--- src/rtl/nnet_acc_relu_24s_if.sv ---
// Product stream in, requantized activation out.
// Valid/ready handshakes on both sides plus the quasi-static bias.
interface nnet_acc_relu_24s_if #(
    parameter int OUT_W = 8
);
    logic signed [23:0] prod_dat;
    logic               prod_vld;
    logic               prod_rdy;
    logic signed [23:0] bias;
    logic [OUT_W-1:0]   res_dat;
    logic               res_vld;
    logic               res_rdy;

    modport master (
        output prod_dat, prod_vld, bias, res_rdy,
        input  prod_rdy, res_dat, res_vld
    );

    modport slave (
        input  prod_dat, prod_vld, bias, res_rdy,
        output prod_rdy, res_dat, res_vld
    );
endinterface

--- src/rtl/nnet_acc_relu_24s.sv ---
// Bias + dot-product accumulator with round-half-up shift,
// ReLU and saturation to an unsigned OUT_W-bit activation.
module nnet_acc_relu_24s #(
    parameter int N_IN  = 25,
    parameter int SHIFT = 4,
    parameter int OUT_W = 8
) (
    input logic                    ap_clk,
    input logic                    ap_rst,
    nnet_acc_relu_24s_if.slave     io
);
    localparam int CNT_W = (N_IN > 1) ? $clog2(N_IN) : 1;
    localparam logic signed [31:0] RND =
        (SHIFT > 0) ? (32'sd1 <<< (SHIFT - 1)) : 32'sd0;
    localparam logic signed [31:0] MAXV =
        (32'sd1 <<< OUT_W) - 32'sd1;
    localparam logic [CNT_W-1:0] LAST = CNT_W'(N_IN - 1);

    typedef enum logic {
        ACC,
        OUT
    } state_e;

    state_e             state_q, state_d;
    logic [CNT_W-1:0]   cnt_q, cnt_d;
    logic signed [31:0] acc_q, acc_d;
    logic [OUT_W-1:0]   res_q, res_d;

    logic               accept;
    logic               last;
    logic signed [31:0] base;
    logic signed [31:0] sum;
    logic signed [31:0] rq;
    logic [OUT_W-1:0]   act;

    assign accept = (state_q == ACC) && io.prod_vld;
    assign last   = (cnt_q == LAST);
    // First term of a group starts from bias instead of the old sum.
    assign base   = (cnt_q == '0) ? 32'(io.bias) : acc_q;
    assign sum    = base + 32'(io.prod_dat);
    assign rq     = (sum + RND) >>> SHIFT;

    always_comb begin
        act = '0;
        if (rq < 0)
            act = '0;
        else if (rq > MAXV)
            act = '1;
        else
            act = rq[OUT_W-1:0];
    end

    always_comb begin
        state_d = state_q;
        cnt_d   = cnt_q;
        acc_d   = acc_q;
        res_d   = res_q;
        unique case (state_q)
            ACC: begin
                if (accept) begin
                    acc_d = sum;
                    if (last) begin
                        cnt_d   = '0;
                        res_d   = act;
                        state_d = OUT;
                    end else begin
                        cnt_d = cnt_q + 1'b1;
                    end
                end
            end
            OUT: begin
                if (io.res_rdy)
                    state_d = ACC;
            end
            default: state_d = ACC;
        endcase
    end

    always_ff @(posedge ap_clk) begin
        if (ap_rst) begin
            state_q <= ACC;
            cnt_q   <= '0;
            acc_q   <= '0;
            res_q   <= '0;
        end else begin
            state_q <= state_d;
            cnt_q   <= cnt_d;
            acc_q   <= acc_d;
            res_q   <= res_d;
        end
    end

    assign io.prod_rdy = (state_q == ACC);
    assign io.res_vld  = (state_q == OUT);
    assign io.res_dat  = res_q;
endmodule

--- src/flat_wrapper.sv ---
// flat-port wrapper written by rule: the top's interface ports become plain ports
module nnet_acc_relu_24s_flat 
#(
    parameter int N_IN  = 25,
    parameter int SHIFT = 4,
    parameter int OUT_W = 8
)
  (ap_clk, ap_rst, io_prod_dat, io_prod_vld, io_bias, io_res_rdy, io_prod_rdy, io_res_dat, io_res_vld);
  nnet_acc_relu_24s_if #(.OUT_W(OUT_W)) io_i ();
  input logic ap_clk;
  input logic ap_rst;
  input wire logic [$bits(io_i.prod_dat)-1:0] io_prod_dat;
  input wire logic [$bits(io_i.prod_vld)-1:0] io_prod_vld;
  input wire logic [$bits(io_i.bias)-1:0] io_bias;
  input wire logic [$bits(io_i.res_rdy)-1:0] io_res_rdy;
  output wire logic [$bits(io_i.prod_rdy)-1:0] io_prod_rdy;
  output wire logic [$bits(io_i.res_dat)-1:0] io_res_dat;
  output wire logic [$bits(io_i.res_vld)-1:0] io_res_vld;
  assign io_i.prod_dat = io_prod_dat;
  assign io_i.prod_vld = io_prod_vld;
  assign io_i.bias = io_bias;
  assign io_i.res_rdy = io_res_rdy;
  assign io_prod_rdy = io_i.prod_rdy;
  assign io_res_dat = io_i.res_dat;
  assign io_res_vld = io_i.res_vld;
  nnet_acc_relu_24s #(.N_IN(N_IN), .SHIFT(SHIFT), .OUT_W(OUT_W)) u_core (.ap_clk(ap_clk), .ap_rst(ap_rst), .io(io_i));
endmodule
--- config.mk ---
export PLATFORM = sky130hd
export DESIGN_NAME = nnet_acc_relu_24s_flat
export DESIGN_NICKNAME = d
export VERILOG_FILES = /design/src/rtl/nnet_acc_relu_24s_if.sv /design/src/rtl/nnet_acc_relu_24s.sv /design/src/flat_wrapper.sv
export SDC_FILE = /design/constraint.sdc
export NUM_CORES = 1
export LEC_CHECK = 0
export BUFFER_PORTS_ARGS = -buffer_cell sky130_fd_sc_hd__buf_2
export CAP_MARGIN = 20
export CORE_MARGIN = 10
export CORE_UTILIZATION = 30
export DETAILED_ROUTE_END_ITERATION = 10
export PLACE_DENSITY = 0.45
export SLEW_MARGIN = 20
export SYNTH_ARGS = -nofsm -noshare
export SYNTH_HDL_FRONTEND = slang
export SYNTH_SLANG_ARGS = --single-unit
--- constraint.sdc ---
create_clock -name ap_clk -period 7.1 [get_ports ap_clk]
set_input_delay 1.065 -clock ap_clk [delete_from_list [all_inputs] [get_ports ap_clk]]
set_output_delay 1.065 -clock ap_clk [all_outputs]
set_load 0.03 [all_outputs]
* Yosys cells after proc, flatten, opt, wreduce, memory -nomap -nowiden *
Cells that the tools add are included.

storage, ports and cells
  logic and storage cells = 23
  memories kept = 0
  bits in read-only memories = 0
  output and inout bits = 10
  flip-flop bits (word level) = 46
  memory bits (writable) = 0
  bits in latches = 0

cells by class
  multipliers = 0
  reduce and logical (&&, ||, !) cells = 4
  shift-type cells = 0
  $add $sub $neg = 3
  multiplexer cells = 8
  div/mod/pow operators = 0
  bitwise logic cells = 1
  magnitude comparators = 2
  equal/unequal tests = 1

operators by type and width
  cell                   number
  $add 32x24->32         1
  $add 32x5->32 const B  1
  $mux 32                1
  $gt 28x9->1 const B    1
  $lt 28x1->1 const B    1
  $mux 8                 2
  $add 5x1->5 const B    1
  $eq 5x5->1 const B     1
  $logic_not 5->1        1
  $mux 5                 1
  $mux 1                 3
  $reduce_and 3->1       1
  $pmux 1 s2             1
  $reduce_and 2->1       1
  $logic_and 1x1->1      1
  $not 1->1              1

* Logic depth before layout (Yosys ltp) *
  depth in word-level cells = 7
  depth in mapped cells = 23
  depth with buffers taken out = 21

* Worst setup path after synthesis *
No wires, ideal clock.

  path type = register -> register
  start point = register u_core.cnt_q[0]
  end point = register u_core.res_q[0], in the netlist u_core.io.res_dat[0]
  path buffers = 1
  cell stages (with the launch flop) = 23
  library setup time = 0.152 ns
  path slack = 2.289 ns
  required time = 6.948 ns
  arrival = 4.660 ns
  cells stage by stage = dfxtp_1 -> inv_1 -> ha_1 -> nand2b_1 -> nor3_1 -> clkbuf_1 -> nand2_1 -> nand2_1 -> ha_1 -> inv_1 -> fa_1 -> nand3b_1 -> nand2_1 -> xor2_1 -> ha_1 -> and3_2 -> nand4_4 -> nor2_2 -> nand4_1 -> mux2_2 -> a2111o_1 -> nor4_4 -> a221oi_1

on the way
  longest elaborated chain between the ends = 7
  elaborated cells between the ends (all ways) = 10

ends and longest elaborated chain
  what                      line                     source
  start: declaration        nnet_acc_relu_24s.sv:25  logic [CNT_W-1:0] cnt_q, cnt_d;
  start signal: assignment  nnet_acc_relu_24s.sv:87  cnt_q <= cnt_d;
  $logic_not 5->1 *         nnet_acc_relu_24s.sv:39  assign base = (cnt_q == '0) ? 32'(io.bias) : acc_q;
  $mux 32 *                 nnet_acc_relu_24s.sv:39
  $add 32x24->32 *          nnet_acc_relu_24s.sv:40  assign sum = base + 32'(io.prod_dat);
  net u_core.sum[4]         nnet_acc_relu_24s.sv:32  logic signed [31:0] sum;
  $add 32x5->32 *           nnet_acc_relu_24s.sv:41  assign rq = (sum + RND) >>> SHIFT;
  $gt 28x9->1               nnet_acc_relu_24s.sv:47  else if (rq > MAXV)
  $mux 8                    nnet_acc_relu_24s.sv:47
  $mux 8 *                  nnet_acc_relu_24s.sv:45  if (rq < 0)
  end signal: assignment    nnet_acc_relu_24s.sv:89  res_q <= res_d;
  end: declaration          nnet_acc_relu_24s.sv:27  logic [OUT_W-1:0] res_q, res_d;

The timed path passes the listed nets; every way through them passes the cells marked *.
A chain may end at the register's enable or synchronous reset.

* Final worst setup path *
  start point = register u_core.cnt_q[0]
  end point = register u_core.res_q[3], in the netlist u_core.io.res_dat[3]

on the way
  longest elaborated chain between the ends = 7
  elaborated cells between the ends (all ways) = 10

ends and longest elaborated chain
  what             line
  $logic_not 5->1  nnet_acc_relu_24s.sv:39
  $mux 32          nnet_acc_relu_24s.sv:39
  $add 32x24->32   nnet_acc_relu_24s.sv:40
  $add 32x5->32    nnet_acc_relu_24s.sv:41
  $gt 28x9->1      nnet_acc_relu_24s.sv:47
  $mux 8           nnet_acc_relu_24s.sv:47
  $mux 8           nnet_acc_relu_24s.sv:45

Parallel ways exist; a longest one is shown, timed or not.

==> summary.txt <==
Outcome
  • Outcome: finished clean

Timing
  • Unrepaired setup endpoints after global routing: false
  • Final hold viol count: 0
  • Period minus WS final: 5860 ps
  • Fraction of the cycle the final worst path needs: 82.5%
  • Slew HR: 31.3%
  • Measured slew at the worst slew-check pin: 1030 ps
  • Slew Viols, Final: 0
  • Worst hold slack: 453 ps
  • Fmax: 171 MHz
  • TNS Setup: 0 ps
  • Clk_skew: 8.47 ps
  • # setup viols final: 0

Job
  • Max Cap Viol: 0

Global routing
  • Initial antenna violation count: 0
  • Vias in the first global route: 4,818
  • First-pass GRT wire length: 26.0 mm
  • GRT overflow: 0
  • Largest net degree at the start of global routing: 44
  • GR Util All Layers: 14.7%

Yosys
  • Most frequent cell after synthesis: nand2_1
  • Cell taking the most area after synthesis: dfxtp_1
  • Mean post-synth cell area: 7.18 sq um
  • YS warnings: 0
  • Seq cells post-synth: 46
  • Synthesized instance count: 674
  • Most frequent cells after synthesis: nand2_1, a21oi_1, dfxtp_1
  • Synthesized net count: 763
  • Library cells used by synthesis: 86
  • Main synth FF type: dfxtp_1
  • Sequential-to-total area share from yosys stat: 19.0%
  • Top cells by area, synth: dfxtp_1, nand2_1, ha_1, a21oi_1, xnor2_1
  • Area share of the largest cell type after synthesis: 19.0%
  • Number of synthesized flops with an enable pin: 0
  • Syn Std Cell Area: 0.00484 sq mm
  • Synth async-reset ratio: 0%

CTS
  • CTS tree: done
  • Hold-fix buffers, CTS: 0
  • Clock Path Buffers: 2
  • Clock transition at path regs: 70 ps
  • H-tree depth: 2
  • Post-CTS Resized: 0
  • Clock tree root buffer cell: clkbuf_16
  • Num CTS Buffers: 5
  • Post-CTS Setup Bufs: 0
  • TritonCTS sink count: 46
  • Later-pin clock latency in the skew report: 300 ps

Cells and area
  • Post-Layout Cell Count: 929
  • Seq. cell area: 921 sq um
  • Final Instance Area: 0.00540 sq mm
  • Share of layout cells above drive strength 1: 15.3%
  • Fill cell count: 1,733
  • Multi-input gate area in the final layout: 0.00365 sq mm
  • Diodes inserted: 0
  • Final nets: 801
  • Area growth syn-to-layout: 11.6%

Setup path
  • CP max stage cell: or3_1
  • CP startpoint kind: register
  • WP data required: 7230 ps
  • CP bufs+invs: 2
  • Peak fanout along the critical path: 21
  • Crit path max-delay family: simple AND/OR/NAND/NOR gates
  • CP arrival: 5980 ps
  • Setup crit end kind: register
  • Setup CP Type: register to register
  • Crit path largest cell delay: 810 ps
  • Worst-path cell chain: inv_1, ha_1, nand2b_1, or3_1, nand2_1, nand2_1, ha_1, inv_1, fa_1, nand3b_1, a211oi_1, nor3_1, xnor2_1, nand4_4, nor2_2, nand4_1, mux2_2, a2111o_1, nor4_4, a221oi_1

Route
  • Total number of vias: 4,858
  • Vias/cell: 5.23
  • Routed Wire Length: 16.0 mm
  • # DRC: 0
  • Detail Route Antenna Nets: 0
  • Drt wl/cell: 17.3 microns
  • Drt pass-1 iters: 4
  • Initial DRC Count: 256

Power
  • Pwr Density: 248 mW/mm^2
  • Sequential fraction of design power: 22.7%
  • Sw Ratio: 47.0%
  • NetSw: 630 uW
  • Pint: 710 uW
  • Clk pwr share: 18.2%
  • Lkg Pwr: 0.00230 uW
  • Peak supply drop: 0.102 mV
  • Comb pwr share: 59.1%

Die
  • Ports: 62
  • Die Y: 147 microns
  • Core area: 0.0158 sq mm
  • Row count: 46
  • Initial core utilization: 30.6%
  • Die footprint: 0.0216 sq mm
  • Chip width: 147 microns

Place
  • PortBufs: 61
  • Post-Place Cells: 921
  • Post-DP Area: 0.00526 sq mm
  • Routability cong.: 0.911
  • DPL Wire Length: 12.5 mm

Hold path
  • Worst min path class: register to register
-- worst register-to-register path, cell delays in order (launching register included) --
cell and delay (ps):
dfxtp_1 390, inv_1 60, ha_1 190, nand2b_1 120
or3_1 810, nand2_1 130, nand2_1 100, ha_1 180
inv_1 60, fa_1 400, nand3b_1 250, a211oi_1 340
nor3_1 110, xnor2_1 500, nand4_4 200, nor2_2 280
nand4_1 140, mux2_2 300, a2111o_1 450, nor4_4 530
a221oi_1 160
-- sequential cells by signal (all words and copies together) (netlist names) --
name               cells
u_core.cnt_q           5
u_core.io.res_dat      8
u_core.io.res_vld      1
u_core.acc_q          32
-- metrics by stage --
stage / utilization, % / setup slack [ps] / power [uW]
final: 34.1 / 1240 / 1340
after global routing: 34.1 / 728 / 1460
after CTS: 34.1 / 1200 / 1360
after detailed placement: 33.2 / 1220 / 1100
after global placement: 33.2 / 1360 / 1090
after floorplan: - / 2290 / 914
-- power groups by stage --
stage / logic [uW] / registers (uW) / clock network [uW]
floorplan: 608 / 307 / 0
global placement: 783 / 310 / 0
detailed placement: 788 / 310 / 0
CTS: 793 / 304 / 258
global route: 881 / 309 / 267
finish: 791 / 304 / 244
-- logic make-up (layout without fill, tap and decap cells) --
logic type,Yosys count,in the layout,share of synthesized area (%)
and+or+nand+nor,317,317,32.0
xor gates and xnor gates,39,39,7.91
muxes,12,12,2.56
AOI/OAI and AO/OA,170,170,23.1
buffers and inverters,53,92,5.61
adders and majority gates,37,37,9.72
DFF,46,46,19.0
-- layout make-up --
type / count / share of cell area [%]
multi-input cells: 575 / 67.6
well taps: 216 / 5.00
repair buffers: 66 / 6.35
clock buffers: 5 / 2.32
clock inverters: 3 / 0.394
flip-flops and latches: 46 / 17.0
inverters: 18 / 1.25
-- layout by cell type, fill, tap and decap left out, drive strengths merged, types with 5 or more instances in the layout --
| cell | n |
|---|---|
| or3 | 5 |
| a221oi | 9 |
| and2 | 6 |
| inv | 18 |
| nor3 | 10 |
| nor2 | 44 |
| o211ai | 9 |
| nor4 | 5 |
| nand2 | 173 |
| nand4 | 13 |
| dfxtp | 46 |
| a31oi | 9 |
| xnor2 | 23 |
| o21ai | 21 |
| o21a | 5 |
| nand3 | 22 |
| a21oi | 74 |
| mux2i | 9 |
| a21o | 7 |
| and4 | 7 |
| a211oi | 5 |
| and3 | 6 |
| ha | 36 |
| clkbuf | 5 |
| buf | 66 |
| xor2 | 16 |
-- worst paths after layout --
check                                     from                           endpoint  slack (ps)  cells past startpoint
setup reg to reg  u_core.cnt_q[0]$_SDFFE_PP0P_  u_core.io.res_dat[3]$_SDFFE_PP0P_        1240                     20
hold / removal    u_core.acc_q[2]$_SDFFE_PP0P_       u_core.acc_q[2]$_SDFFE_PP0P_         450                      2
setup / recovery  u_core.cnt_q[0]$_SDFFE_PP0P_  u_core.io.res_dat[3]$_SDFFE_PP0P_        1240                     20
hold reg to reg   u_core.acc_q[2]$_SDFFE_PP0P_       u_core.acc_q[2]$_SDFFE_PP0P_         450                      2
-- routing by layer --
metal / routed length (microns) / track usage, % / vias up
li1: - / - / 2473
met1: 7070 / 17.5 / 2265
met2: 8020 / 26.4 / 103
met3: 578 / 2.55 / 17
met4: 379 / 4.51 / 0
met5: 0 / 0 / -
Power figures use the tool's default switching activity.
